## config.mk

```make
export PLATFORM = sky130hd
export DESIGN_NAME = uart_tx_frame
export DESIGN_NICKNAME = d
export VERILOG_FILES = /design/src/rtl/uart_tx_frame.sv
export SDC_FILE = /design/constraint.sdc
export NUM_CORES = 1
export LEC_CHECK = 0
export BUFFER_PORTS_ARGS = -buffer_cell sky130_fd_sc_hd__buf_2
export CAP_MARGIN = 5
export CORE_MARGIN = 10
export CORE_UTILIZATION = 50
export CTS_CLUSTER_SIZE = 24
export DETAILED_ROUTE_END_ITERATION = 16
export PLACE_DENSITY = 0.7
export SYNTH_ARGS = -nofsm -noshare
export SYNTH_HDL_FRONTEND = slang
export SYNTH_SLANG_ARGS = --single-unit
```

## constraint.sdc

```tcl
create_clock -name clk -period 4.4 [get_ports clk]
set_clock_uncertainty 0.15 [all_clocks]
set_input_delay 0.22 -clock clk [delete_from_list [all_inputs] [get_ports clk]]
set_output_delay 0.22 -clock clk [all_outputs]
set_load 0.02 [all_outputs]
```

## src/rtl/uart_tx_frame.sv

```systemverilog
// UART transmitter: pops bytes from a FWFT FIFO and serialises start/data/[parity]/stop frames back-to-back.
// Optional parity bit enabled by defining UART_TX_PARITY_EN.
module uart_tx_frame #(
    parameter int BAUD_DIV  = 5208,
    parameter int DATA_BITS = 8,
    parameter int STOP_BITS = 1
) (
    input  logic                 clk,
    input  logic                 reset,
    input  logic                 fifo_empty,
    input  logic [DATA_BITS-1:0] fifo_data,
    input  logic                 parity_odd,
    output logic                 fifo_rd_en,
    output logic                 txd,
    output logic                 busy,
    output logic                 tx_done
);

    localparam int CW = $clog2(BAUD_DIV);
    localparam int IW = $clog2(DATA_BITS);
    localparam logic [CW-1:0] CNT_MAX  = CW'(BAUD_DIV - 1);
    localparam logic [IW-1:0] BIT_MAX  = IW'(DATA_BITS - 1);
    localparam logic          STOP_MAX = 1'(STOP_BITS - 1);

    localparam logic [2:0] S_IDLE   = 3'd0;
    localparam logic [2:0] S_START  = 3'd1;
    localparam logic [2:0] S_DATA   = 3'd2;
`ifdef UART_TX_PARITY_EN
    localparam logic [2:0] S_PARITY = 3'd3;
`endif
    localparam logic [2:0] S_STOP   = 3'd4;

    logic [2:0]           r_state;
    logic [CW-1:0]        r_cnt;
    logic [IW-1:0]        r_bitIdx;
    logic                 r_stopIdx;
    logic [DATA_BITS-1:0] r_shift;
    logic                 r_txd;
    logic                 r_busy;
    logic                 r_txDone;

    logic w_bitEnd;
    logic w_frameEnd;
    logic w_pop;

`ifdef UART_TX_PARITY_EN
    logic r_parityOdd;
    logic r_parity;
`else
    logic w_unusedParity;
    assign w_unusedParity = parity_odd;
`endif

    assign w_bitEnd   = (r_cnt == CNT_MAX);
    assign w_frameEnd = (r_state == S_STOP) && w_bitEnd && (r_stopIdx == STOP_MAX);

    // Pop either from idle or in the very last stop-bit cycle so frames abut; reset blocks any pop.
    assign w_pop = !reset && !fifo_empty && ((r_state == S_IDLE) || w_frameEnd);

    assign fifo_rd_en = w_pop;
    assign txd        = r_txd;
    assign busy       = r_busy;
    assign tx_done    = r_txDone;

    always_ff @(posedge clk) begin
        if (reset) begin
            r_state   <= S_IDLE;
            r_cnt     <= '0;
            r_bitIdx  <= '0;
            r_stopIdx <= 1'b0;
            r_shift   <= '0;
            r_txd     <= 1'b1;
            r_busy    <= 1'b0;
            r_txDone  <= 1'b0;
`ifdef UART_TX_PARITY_EN
            r_parityOdd <= 1'b0;
            r_parity    <= 1'b0;
`endif
        end else begin
            r_txDone <= w_frameEnd;
            if (w_pop) begin
                r_state   <= S_START;
                r_cnt     <= '0;
                r_bitIdx  <= '0;
                r_stopIdx <= 1'b0;
                r_shift   <= fifo_data;
                r_txd     <= 1'b0;
                r_busy    <= 1'b1;
`ifdef UART_TX_PARITY_EN
                r_parityOdd <= parity_odd;
                r_parity    <= 1'b0;
`endif
            end else begin
                case (r_state)
                    S_IDLE: begin
                        r_cnt <= '0;
                    end
                    S_START: begin
                        if (w_bitEnd) begin
                            r_cnt    <= '0;
                            r_bitIdx <= '0;
                            r_state  <= S_DATA;
                            r_txd    <= r_shift[0];
                        end else begin
                            r_cnt <= r_cnt + 1'b1;
                        end
                    end
                    // Shift out LSB first; parity accumulates as each bit leaves the register.
                    S_DATA: begin
                        if (w_bitEnd) begin
                            r_cnt   <= '0;
                            r_shift <= r_shift >> 1;
`ifdef UART_TX_PARITY_EN
                            r_parity <= r_parity ^ r_shift[0];
`endif
                            if (r_bitIdx == BIT_MAX) begin
`ifdef UART_TX_PARITY_EN
                                r_state <= S_PARITY;
                                r_txd   <= r_parity ^ r_shift[0] ^ r_parityOdd;
`else
                                r_state   <= S_STOP;
                                r_stopIdx <= 1'b0;
                                r_txd     <= 1'b1;
`endif
                            end else begin
                                r_bitIdx <= r_bitIdx + 1'b1;
                                r_txd    <= r_shift[1];
                            end
                        end else begin
                            r_cnt <= r_cnt + 1'b1;
                        end
                    end
`ifdef UART_TX_PARITY_EN
                    S_PARITY: begin
                        if (w_bitEnd) begin
                            r_cnt     <= '0;
                            r_stopIdx <= 1'b0;
                            r_state   <= S_STOP;
                            r_txd     <= 1'b1;
                        end else begin
                            r_cnt <= r_cnt + 1'b1;
                        end
                    end
`endif
                    S_STOP: begin
                        if (w_bitEnd) begin
                            r_cnt <= '0;
                            if (r_stopIdx == STOP_MAX) begin
                                r_state <= S_IDLE;
                                r_busy  <= 1'b0;
                            end else begin
                                r_stopIdx <= r_stopIdx + 1'b1;
                            end
                        end else begin
                            r_cnt <= r_cnt + 1'b1;
                        end
                    end
                    default: begin
                        r_state <= S_IDLE;
                        r_cnt   <= '0;
                        r_txd   <= 1'b1;
                        r_busy  <= 1'b0;
                    end
                endcase
            end
        end
    end

endmodule

```

# [Yosys cells after proc, flatten, opt, wreduce, memory -nomap -nowiden]
# Index checks and enable logic that the tools add are counted.
[classes] n_div=0 n_mux=28 multipliers=0 bitwise_logic=3 n_shift=0 order_cmp=0 addsub=3 n_eq_ne=19 reduce_logical=24
[ops] cell="two-way mux 3 bit" n=8
[ops] cell="two-way mux 8 bit" n=3
[ops] cell="inequality test 3 bit, second input constant" n=5
[ops] cell="inequality test 2 bit, second input constant" n=7
[ops] cell="adder 13 x 1 -> 13 bit, second input constant" n=1
[ops] cell="== test 13 bit, second input constant" n=1
[ops] cell="two-way mux 1 bit" n=12
[ops] cell="case mux 3 bit (4 select lines)" n=1
[ops] cell="AND reduction 6 bit" n=2
[ops] cell="AND reduction 4 bit" n=2
[ops] cell="nonzero test 2 bit" n=4
[ops] cell="== test 3 bit, second input constant" n=2
[ops] cell="case mux 3 bit (2 select lines)" n=1
[ops] cell="AND reduction 3 bit" n=2
[ops] cell="OR reduction 3 bit" n=2
[ops] cell="logical AND 1 bit" n=4
[ops] cell="inequality test 2 x 1 -> 1 bit, second input constant" n=2
[ops] cell="case mux 1 bit (2 select lines)" n=2
[ops] cell="OR reduction 2 bit" n=2
[ops] cell="OR reduction 4 bit" n=1
[ops] cell="adder 3 x 1 -> 3 bit, second input constant" n=1
[ops] cell="== test 3 x 1 -> 1 bit, second input constant" n=1
[ops] cell="== test 3 x 2 -> 1 bit, second input constant" n=1
[ops] cell="logical NOT 3 bit" n=1
[ops] cell="6 further kinds" n=9
[totals] ramBits=0 mem_bits_ro=0 register_bits=31 out_inout_bits=4 latchBits=0 memories=0

# [Depth between registers and ports, before layout]
# Gate-level depths: netlist (run 1).
[depth] word_depth=7 mapped_depth=7 ltp_nobuf=7

# [Worst setup path before layout (run 1)]
# OpenSTA, ideal clock, no wires.
[synth_path] path_type="reg-to-reg" start="reg r_cnt[7]" end="reg r_shift[2]" n_path_buf=2 synth_period_minus_slack_ns=1.813 path_stages_with_launch=8 setup_time_ns=0.115 arrival_ns=1.548 slack_ns=2.587 path_cell_list="dfxtp_1 > and4bb_1 > and3_1 > buf_6 > and3_1 > buf_2 > a32o_1 > o21a_1"
[synth_via] elab_chain_len=7
[synth_lines] item="from (decl)" line="34" rtl="logic [CW-1:0] r_cnt;"
[synth_lines] item="from (signal assigned)" line="105" rtl="r_cnt <= r_cnt + 1'b1;"
[synth_lines] item="from (signal assigned)" line="130" rtl="r_cnt <= r_cnt + 1'b1;"
[synth_lines] item="from (signal assigned)" line="155" rtl="r_cnt <= r_cnt + 1'b1;"
[synth_lines] item="== test 13 bit (*)" line="54" rtl="assign w_bitEnd = (r_cnt == CNT_MAX);"
[synth_lines] item="logical AND 1 bit (2 in a row)" line="55" rtl="assign w_frameEnd = (r_state == S_STOP) && w_bitEnd && (r_stopIdx == STOP_MAX);"
[synth_lines] item="logical OR 1 bit" line="58" rtl="assign w_pop = !reset && !fifo_empty && ((r_state == S_IDLE) || w_frameEnd);"
[synth_lines] item="logical AND 1 bit" line="58"
[synth_lines] item="nonzero test 2 bit (no line)"
[synth_lines] item="AND reduction 2 bit (no line)"
[synth_lines] item="to (signal assigned)" line="86" rtl="r_shift <= fifo_data;"
[synth_lines] item="to (signal assigned)" line="112" rtl="r_shift <= r_shift >> 1;"
[synth_lines] item="to (decl)" line="37" rtl="logic [DATA_BITS-1:0] r_shift;"
# Every way passes the cells marked *; elsewhere a longest branch is shown, timed or not.
# A chain may end at the register's enable or synchronous reset.

# [Worst setup path after layout (run 1)]
[layout_path] start="reg r_cnt[3]" end="out fifo_rd_en"
[layout_via] elab_chain_len=5
[layout_lines] item="== test 13 bit" line="54"
[layout_lines] item="logical AND 1 bit (2 in a row)" line="55"
[layout_lines] item="logical OR 1 bit" line="58"
[layout_lines] item="logical AND 1 bit" line="58"
[layout_lines] item="to (decl)" line="13" rtl="output logic fifo_rd_en,"
# No other way between the ends.

==> results of run 1 <==
==> cells in the mapped netlist (all sizes together) <==
cell type and instances:
inv 5, nor4 4, o311ai 1, nand2 3, or3b 1, ha 3
clkbuf 5, a31oi 2, o22a 1, nor2 20, o31ai 1, nand4 1
nor2b 1, a21boi 1, buf 5, or3 1, maj3 1, dfxtp 30
a32o 2, mux2i 1, o21a 2, a31o 1, and4bb 1, o211a 2
o21ai 2, xnor2 4, nand3 10, and3 9, xor2 7, a21oi 11
or2 1, nand2b 3, o211ai 7, and4 1, a32oi 8, a211oi 1
nor3 4
==> state kept, by name, summed over array words and instances, names as in the netlist <==
name      cells
busy          1
r_shift       8
tx_done       1
txd           1
r_state       3
r_bitIdx      3
r_cnt        13
==> area by class of cell <==
cell class / instances / share of cell area
Tap cell: 31 / 0.0241
Clock buffer: 7 / 0.0280
Sequential cell: 30 / 0.374
Multi-Input combinational cell: 118 / 0.513
Inverter: 5 / 0.0117
Timing Repair Buffer: 15 / 0.0498
==> critical path, delay by kind of cell (launching register included) <==
kind	cells	cell delay [ps]
DFF	1	360
AOI/OAI and AO/OA	1	160
buffers and inverters	1	240
and+or+nand+nor	3	1110
==> cells by family (layout without fill, tap and decap cells) <==
group | after synthesis | in the layout | synth area share
xor gates and xnor gates | 11 | 11 | 0.0642
and+or+nand+nor | 60 | 60 | 0.234
muxes | 1 | 1 | 0.00667
adders and majority gates | 4 | 4 | 0.0317
DFF | 30 | 30 | 0.400
AOI/OAI and AO/OA | 42 | 42 | 0.214
buffers and inverters | 15 | 27 | 0.0500
==> through the flow <==
step / hold WS, ps / std cells
after floorplan: 218 / 163
after global placement: 274 / 198
after detailed placement: 284 / 198
after CTS: 20.4 / 206
after global routing: 53.9 / 206
final: 32.2 / 206
==> worst max path at each step <==
stage                        start                 endpoint  slack, ps  cells after the start
6_report       r_cnt[3]$_SDFF_PP0_               fifo_rd_en       1840                      5
5_1_grt        r_cnt[3]$_SDFF_PP0_               fifo_rd_en       1640                      5
3_3_place_gp   r_cnt[3]$_SDFF_PP0_               fifo_rd_en       2240                      5
2_1_floorplan  r_cnt[7]$_SDFF_PP0_  r_shift[2]$_SDFFE_PP0P_       2590                      7
3_5_place_dp   r_cnt[3]$_SDFF_PP0_               fifo_rd_en       2170                      5
4_1_cts        r_cnt[3]$_SDFF_PP0_               fifo_rd_en       1810                      5
==> routing by layer <==
| metal | part of all wire | vias up | track usage |
|---|---|---|---|
| li1 | - | 628 | - |
| met1 | 0.42 | 616 | 0.129 |
| met2 | 0.52 | 16 | 0.220 |
| met3 | 0.044 | 7 | 0.0420 |
| met4 | 0.011 | 0 | 0.0567 |
| met5 | 0 | - | 0 |
==> placed cells by master, fill, tap and decap left out, drive strengths merged, types with 2 or more instances in the layout <==
cell and count:
nor3 4, a32o 2, clkbuf 7, nor4 4
xor2 7, buf 14, o211ai 7, nand2b 3
a31oi 2, nand2 3, o211a 2, dfxtp 30
nor2 20, a32oi 8, o21ai 2, ha 3
and3 9, o21a 2, xnor2 4, a21oi 11
inv 5, nand3 10
==> power breakdown <==
part | switching, mW | internal (mW)
clock | 0.0880 | 0.0601
combinational | 0.0248 | 0.0175
sequential | 0.00814 | 0.280
total | 0.121 | 0.357
==> reports/metrics.yaml, run 1 <==
outcome: "finished clean"
tightest_slew_ps: 970
grt_usage: 0.124
worstPathCellList: "nor4_2 > and3_1 > a21boi_4 > nor2_2 > buf_2"
rsz0062_at_grt: "no"
period_share: 0.582
finalInstanceArea_sq_um: 1610
route.vias.total: 1267
grt_pass1_wl_mm: 5.42
num_io_pins: 16
cts.sinks: 30
whs_endpoint: "r_shift[3]$_SDFFE_PP0P_"
cts.path.max_buffers: 2
syn_to_final_growth_pct: 7.17
r2r_start: "r_cnt[3]$_SDFF_PP0_"
slew_viol_final: 0
worstHoldStart: "fifo_data[3]"
cts-root-buf: "clkbuf_4"
clk_pin_slew_ps: 90
antenna_found_initial: 0
netlist_area_sq_um: 1500
hold_viol_final: 0
core-area_sq_um: 2810
drcViolationCount: 0
r2r-end: "r_bitIdx[0]$_SDFFE_PP0P_"
regArea_sq_um: 601
fin_crit_ps: 2560
yosys.cell_types.count: 43
p_leak_nw: 0.606
synthCells: 163
synth_top_area_share: 0.400
die-area_sq_um: 5590
reg2reg_setup_slack_ps: 2290
max_stage_delay_ps: 430
ys_top_cells_by_area: "dfxtp_1, nor2_1, a32oi_1"
ys_warn_count: 0
num_rows: 19
setup_total_negative_slack_ps: 0
synth.largest_area_cell: "dfxtp_1"
post_cts_buffers: 0
diodes: 0
numPortBuffers: 14
hold_path_depth: 3
ys_ff_latch: 30
gp_congestion: 0.820
fin_total_pwr_mw: 0.478
ant_nets: 0
slew_headroom: 0.348
cp_max_fo: 9
crit_path_end_kind: "primary output"
avgSynthCellArea_sq_um: 9.20
fmax_mhz: 390
fillerInstances: 269
setup_viol: 0
die_w_um: 74.8
wirelength_mm: 3.13
initial_core_util: 0.535
layout.nets: 190
dpl_cell_area_sq_um: 1550
first_iter_violations: 95
peakVddDrop_uv: 170
crit_type: "reg2out"
syn_nets: 178
die_h_um: 74.8
vias_per_cell: 6.15
hp-class: "in2reg"
worst_ep_arrival_time_ps: 2190
cap_viol_max_count: 0
synth-seq-area-share: 0.400
grt_max_degree: 17
drive_above_1_share: 0.149
cts_hold_buf: 1
setup_ws_ps: 1840
multi_input_area_sq_um: 825
worstRegToRegCells: 5
place_ws_ps: 2170
utilization: 0.573
post_cts_resized: 0
h-tree-depth: 2
worst_setup_path_start_kind: "flip-flop"
wl_per_cell_um: 15.2
first_global_vias: 1222
overflow: 0
dp_hpwl_mm: 2.19
cts_tree: "yes"
first_pass_iters: 4
required_ps: 4030
p_per_area_nw_per_um2: 297
slowest_stage: "and3_1"
clock_latency_ps: 330
cts_buffers: 5
No activity file was read; power rests on OpenSTA's default activity.
==> inputs of run 2 (changes only) <==
--- a/config.mk
+++ b/config.mk
@@ -5,13 +5,14 @@
 export SDC_FILE = /design/constraint.sdc
 export NUM_CORES = 1
 export LEC_CHECK = 0
+export ABC_AREA = 1
 export BUFFER_PORTS_ARGS = -buffer_cell sky130_fd_sc_hd__buf_2
 export CAP_MARGIN = 5
 export CORE_MARGIN = 10
 export CORE_UTILIZATION = 50
 export CTS_CLUSTER_SIZE = 24
 export DETAILED_ROUTE_END_ITERATION = 16
-export PLACE_DENSITY = 0.7
+export PLACE_DENSITY = 0.69
 export SYNTH_ARGS = -nofsm -noshare
 export SYNTH_HDL_FRONTEND = slang
 export SYNTH_SLANG_ARGS = --single-unit
==> constraint.sdc (replaced) <==
create_clock -name clk -period 2.5 [get_ports clk]
set_clock_uncertainty 0.15 [all_clocks]
set_input_delay 0.125 -clock clk [delete_from_list [all_inputs] [get_ports clk]]
set_output_delay 0.125 -clock clk [all_outputs]
set_load 0.02 [all_outputs]
==> reports/metrics.yaml, run 2 <==
outcome: "finished with violations"
violations: "negative hold slack"
fin_total_pwr_mw: 0.954  # +99%
period_share: 0.911
clockPowerShare: 0.320  # +0.010
setup_total_negative_slack_ps: 0  # unchanged
synth.largest_area_cell: "dfxtp_1"
grt_use_met1: 0.155  # +0.0266
p_per_area_nw_per_um2: 533  # +79%
first_iter_violations: 87  # -8.4%
cap_viol_max_count: 0  # unchanged
ys_ff_latch: 30  # unchanged
initial_core_util: 0.516  # -0.0190
p_leak_nw: 0.762  # +26%
yosysMostFrequentCell: "nand2_1"
crit_type: "reg2reg"
hold_viol_final: 1  # +1
drcViolationCount: 0  # unchanged
layout_commonest_cell: "nand2_1"
hp-class: "in2reg"
drive_above_1_share: 0.210  # +0.0615
grt_pass1_wl_mm: 5.36  # -1.0%
wirelength_mm: 3.05  # -2.3%
tightest_slew_ps: 372  # -598 ps
overflow: 0  # unchanged
internal_power_mw: 0.685  # +92%
top_register: "r_cnt"
route.vias.total: 1377  # +8.7%
cp_max_fo: 13  # +4
grt_usage: 0.120  # -0.00362
reg.largest.list: "r_cnt (13), r_shift (8)"
core-area_sq_um: 3000  # +7.0%
netlist_area_sq_um: 1550  # +3.3%
syn_to_final_growth_pct: 15.4
synthCells: 209  # +28%
placedCellCount: 252  # +27%
ys_async_sr_fraction: 0  # unchanged
num_rows: 20  # +1
worst_setup_path_start_kind: "flip-flop"
multi_input_area_sq_um: 806  # -2.3%
setup_ws_ps: 224  # -1610 ps
h-tree-depth: 2  # unchanged
cts.sinks: 30  # unchanged
wl_per_cell_um: 11.3  # -26%
cts-root-buf: "clkbuf_4"
mostFrequentLayoutCells: "nand2_1, dfxtp_1, nand3_1, inv_1, nor2_1"
switchingPower_mw: 0.269  # +120%
grt_use_met2: 0.177  # -0.0434
first_global_vias: 1256  # +2.8%
gr-max-usage-layer: "met2"
place_ws_ps: 597  # -1580 ps
avgSynthCellArea_sq_um: 7.41  # -19%
fin_crit_ps: 2280
worst_ep_arrival_time_ps: 2400  # +210 ps
switching_share: 0.282  # +0.0290
p_seq_frac: 0.534  # -0.068
fmax_mhz: 439
slew_viol_final: 0  # unchanged
synth_top_area_share: 0.388  # -0.0126
ant_nets: 0  # unchanged
cts_tree: "yes"
synth_ff_type: "dfxtp_1"
required_ps: 2630  # -1400 ps
yosys.cell_types.count: 29  # -33%
ys_top_cells_by_area: "dfxtp_1, nand2_1, nand3_1"
synth-seq-area-share: 0.388  # -0.0126
clock_latency_ps: 340  # about the same
gp_congestion: 0.812  # -1.0%
largest_reg_flops: 13  # unchanged
grt_use_met3: 0.0339  # -0.00820
slew_headroom: 0.751  # +0.403
syn_nets: 224  # +26%
antenna_found_initial: 0  # unchanged
diodes: 0  # unchanged
hold_ws_ps: -5.26  # -37.5 ps
die_h_um: 75.7  # +1.2%
numPortBuffers: 14  # unchanged
ys_warn_count: 0  # unchanged
vias_per_cell: 5.08  # -17%
num_io_pins: 16  # unchanged
layout.nets: 252  # +33%
synthTopCellsByCount: "nand2_1, dfxtp_1, nand3_1"
die_w_um: 75.7  # +1.2%
crit_path_end_kind: "flip-flop"
dp_hpwl_mm: 2.20  # +0.78%
p_comb_frac: 0.145  # +0.057
first_pass_iters: 5  # +1
cts_buffers: 5  # unchanged
die-area_sq_um: 5720  # +2.4%
clk_pin_slew_ps: 100  # about the same
peakVddDrop_uv: 272  # +60%
setup_viol: 0  # unchanged
cts.path.max_buffers: 2  # unchanged
synth_edf_count: 0  # unchanged
fillerInstances: 274  # +1.9%
regArea_sq_um: 601  # unchanged
finalNonFillerCells: 271  # +32%
grt_max_degree: 14  # -3
rsz0062_at_grt: "no"
==> run 2: metal layers <==
metal	up-vias	share of wire
li1	738	-
met1	595	0.51
met2	34	0.40
met3	10	0.061
met4	0	0.027
met5	-	0
==> run 2: timing repair <==
item                                    4_1_cts  5_1_grt
buffers inserted                              0        2
gates resized for setup                       0        0
endpoints found under the setup margin        0        1
endpoints found under the hold margin         9        0
hold buffers                                  9        0
==> run 2: worst max-delay path: stages (launching register included) <==
cell	delay (ps)
dfxtp_1	360
ha_1	180
nand2_1	90
nor2_2	160
nand3_4	140
nand2_4	140
nand2_4	140
inv_2	100
nand2_1	60
a21oi_1	130
dlygate4sd3_1	560
==> run 2: worst paths after layout <==
check                      start  slack, ps  cells after the start                 endpoint
max          r_cnt[0]$_SDFF_PP0_        220                     10  r_shift[7]$_SDFFE_PP0P_
min                 fifo_data[4]         -5                      5  r_shift[4]$_SDFFE_PP0P_
max reg2reg  r_cnt[0]$_SDFF_PP0_        220                     10  r_shift[7]$_SDFFE_PP0P_
min reg2reg  r_cnt[0]$_SDFF_PP0_        300                      1      r_cnt[0]$_SDFF_PP0_
==> run 2: final cells by class <==
class	count	area share
Multi-Input combinational cell	147	0.451
Inverter	28	0.0588
Tap cell	33	0.0231
Clock buffer	7	0.0308
Timing Repair Buffer	25	0.0980
Sequential cell	30	0.336
Clock inverter	1	0.00280
==> run 2: logic make-up after synthesis <==
group / after synthesis / share of synthesized area
AO/OA/AOI/OAI: 25 / 0.0889
buffers and inverters: 32 / 0.0921
AND/OR/NAND/NOR: 118 / 0.401
flip-flops: 30 / 0.388
adder cells (fa/ha/maj): 3 / 0.0242
XOR/XNOR: 1 / 0.00566
==> run 2: metrics by stage <==
stage                     instance area [sq um]   util
after CTS                                  1770  0.590
after detailed placement                   1620  0.540
after floorplan                            1550      -
final                                      1790  0.595
after global routing                       1790  0.595
after global placement                     1620  0.540
==> run 2: power by group through the flow <==
stage / registers [mW] / clock network (mW) / logic, mW
CTS: 0.510 / 0.313 / 0.138
floorplan: 0.525 / 0 / 0.0953
global route: 0.512 / 0.328 / 0.156
detailed placement: 0.521 / 0 / 0.127
finish: 0.509 / 0.305 / 0.139
global placement: 0.521 / 0 / 0.128
==> inputs of run 3 (changes only) <==
--- a/config.mk
+++ b/config.mk
@@ -12,7 +12,7 @@
 export CORE_UTILIZATION = 50
 export CTS_CLUSTER_SIZE = 24
 export DETAILED_ROUTE_END_ITERATION = 16
-export PLACE_DENSITY = 0.69
+export PLACE_DENSITY_LB_ADDON = 0.1
 export SYNTH_ARGS = -nofsm -noshare
 export SYNTH_HDL_FRONTEND = slang
 export SYNTH_SLANG_ARGS = --single-unit
==> reports/metrics.yaml, run 3 (synthesized netlist as in run 2, its figures left out) <==
period_share: 0.900  # -0.0105
fin_crit_ps: 2250  # -26.2 ps
first_global_vias: 1249  # -0.56%
peakVddDrop_uv: 328  # +21%
cts_tree: "yes"
cap_viol_max_count: 0  # unchanged
fin_total_pwr_mw: 0.913  # -4.2%
initial_core_util: 0.516  # unchanged
cts_buffers: 5  # unchanged
dp_hpwl_mm: 2.31  # +4.9%
setup_viol: 0  # unchanged
antenna_found_initial: 0  # unchanged
drcViolationCount: 0  # unchanged
gp_congestion: 0.792  # -2.4%
switching_share: 0.282  # about the same
required_ps: 2570  # -60 ps
overflow: 0  # unchanged
crit_type: "reg2reg"
cts.path.max_buffers: 2  # unchanged
die_h_um: 75.7  # unchanged
reg.largest.list: "r_cnt (13), r_shift (8)"
tightest_slew_ps: 410  # +37.8 ps
numPortBuffers: 14  # unchanged
core-area_sq_um: 3000  # unchanged
first_pass_iters: 4  # -1
route.vias.total: 1422  # +3.3%
h-tree-depth: 2  # unchanged
crit_path_end_kind: "flip-flop"
ant_nets: 0  # unchanged
rsz0062_at_grt: "no"
top_register: "r_cnt"
cts.sinks: 30  # unchanged
largest_reg_flops: 13  # unchanged
cp_max_fo: 7  # -6
regArea_sq_um: 601  # unchanged
layout.nets: 254  # +0.79%
clockPowerShare: 0.288  # -0.032
fmax_mhz: 444  # +1.2%
clk_pin_slew_ps: 90  # about the same
finalInstanceArea_sq_um: 1790  # +0.14%
cts-root-buf: "clkbuf_4"
setup_ws_ps: 250  # +26.2 ps
drive_above_1_share: 0.205  # -0.00506
p_comb_frac: 0.154  # +0.009
grt_usage: 0.129  # +0.00894
hp-class: "in2reg"
p_leak_nw: 0.762  # about the same
dpl_cell_area_sq_um: 1620  # unchanged
p_seq_frac: 0.558  # +0.024
grt_pass1_wl_mm: 5.66  # +5.7%
diodes: 0  # unchanged
mostFrequentLayoutCells: "nand2_1, dfxtp_1, nand3_1, inv_1, nor2_1"
slew_headroom: 0.726  # -0.0253
syn_to_final_growth_pct: 15.6
hold_viol_final: 0  # -1
worst_setup_path_start_kind: "flip-flop"
wl_per_cell_um: 11.8  # +5.0%
die_w_um: 75.7  # unchanged
clock_latency_ps: 330  # about the same
die-area_sq_um: 5720  # unchanged
place_ws_ps: 588  # -9.13 ps
num_rows: 20  # unchanged
utilization: 0.596  # +0.000833
setup_total_negative_slack_ps: 0  # unchanged
first_iter_violations: 172  # +98%
vias_per_cell: 5.23  # +2.9%
fillerInstances: 291  # +6.2%
outcome: "finished clean"
p_per_area_nw_per_um2: 510  # -4.4%
slew_viol_final: 0  # unchanged
layout_commonest_cell: "nand2_1"
grt_max_degree: 14  # unchanged
switchingPower_mw: 0.258  # -4.2%
internal_power_mw: 0.655  # -4.3%
wirelength_mm: 3.22  # +5.3%
multi_input_area_sq_um: 806  # unchanged
worst_ep_arrival_time_ps: 2320  # -80 ps
num_io_pins: 16  # unchanged
-- run 3: cell types whose count changed in the layout (fill, tap and decap cells not counted), sizes merged --
cell / before / now
buf: 16 / 17
clkinv: 1 / 0
dlygate4sd3: 9 / 10
-- run 3: metrics by stage --
| step | hold slack, ps | cells |
|---|---|---|
| final | 93.9 | 272 |
| after floorplan | 123 | 209 |
| after detailed placement | 240 | 252 |
| after global routing | 132 | 272 |
| after global placement | 233 | 252 |
| after CTS | 88.8 | 269 |
-- run 3: power groups by stage --
stage | Combinational (mW) | Sequential [mW] | Clock (mW)
4_1_cts | 0.141 | 0.510 | 0.271
2_1_floorplan | 0.0953 | 0.525 | 0
3_3_place_gp | 0.126 | 0.520 | 0
5_1_grt | 0.159 | 0.513 | 0.298
6_report | 0.140 | 0.509 | 0.263
3_5_place_dp | 0.129 | 0.521 | 0
-- run 3: what timing repair did --
action	CTS	global route
gates resized for setup	0	0
hold endpoints to repair	9	0
hold buffers	10	0
setup buffers	0	3
setup endpoints to repair	0	1
-- run 3: final cells by class --
| cell class | count | share of cell area |
|---|---|---|
| clock buffers | 7 | 0.0252 |
| multi-input cells | 147 | 0.450 |
| flip-flops and latches | 30 | 0.335 |
| repair buffers | 27 | 0.108 |
| inverters | 28 | 0.0587 |
| well taps | 33 | 0.0231 |
-- run 3: worst paths after layout --
path	startpoint	end	slack, ps	depth (start not counted)
setup reg to reg	r_cnt[0]$_SDFF_PP0_	r_shift[0]$_SDFFE_PP0P_	250	9
hold reg to reg	r_cnt[0]$_SDFF_PP0_	r_cnt[0]$_SDFF_PP0_	310	1
setup / recovery	r_cnt[0]$_SDFF_PP0_	r_shift[0]$_SDFFE_PP0P_	250	9
hold / removal	fifo_empty	r_shift[1]$_SDFFE_PP0P_	90	6
-- run 3: metal layers --
| metal | vias up | wire length [um] | GRT usage |
|---|---|---|---|
| li1 | 741 | - | - |
| met1 | 637 | 1480 | 0.174 |
| met2 | 35 | 1430 | 0.181 |
| met3 | 9 | 247 | 0.0391 |
| met4 | 0 | 60 | 0.0619 |
| met5 | - | 0 | 0 |
-- run 3: critical path: stages, from the launching register on --
cell           delay, ps
dfxtp_1              360
ha_1                 170
nand2_1               80
nor2_2               160
nand3_4              140
nor2_4               240
a21oi_2              100
a21oi_1              150
nor2_1                40
dlygate4sd3_1        540
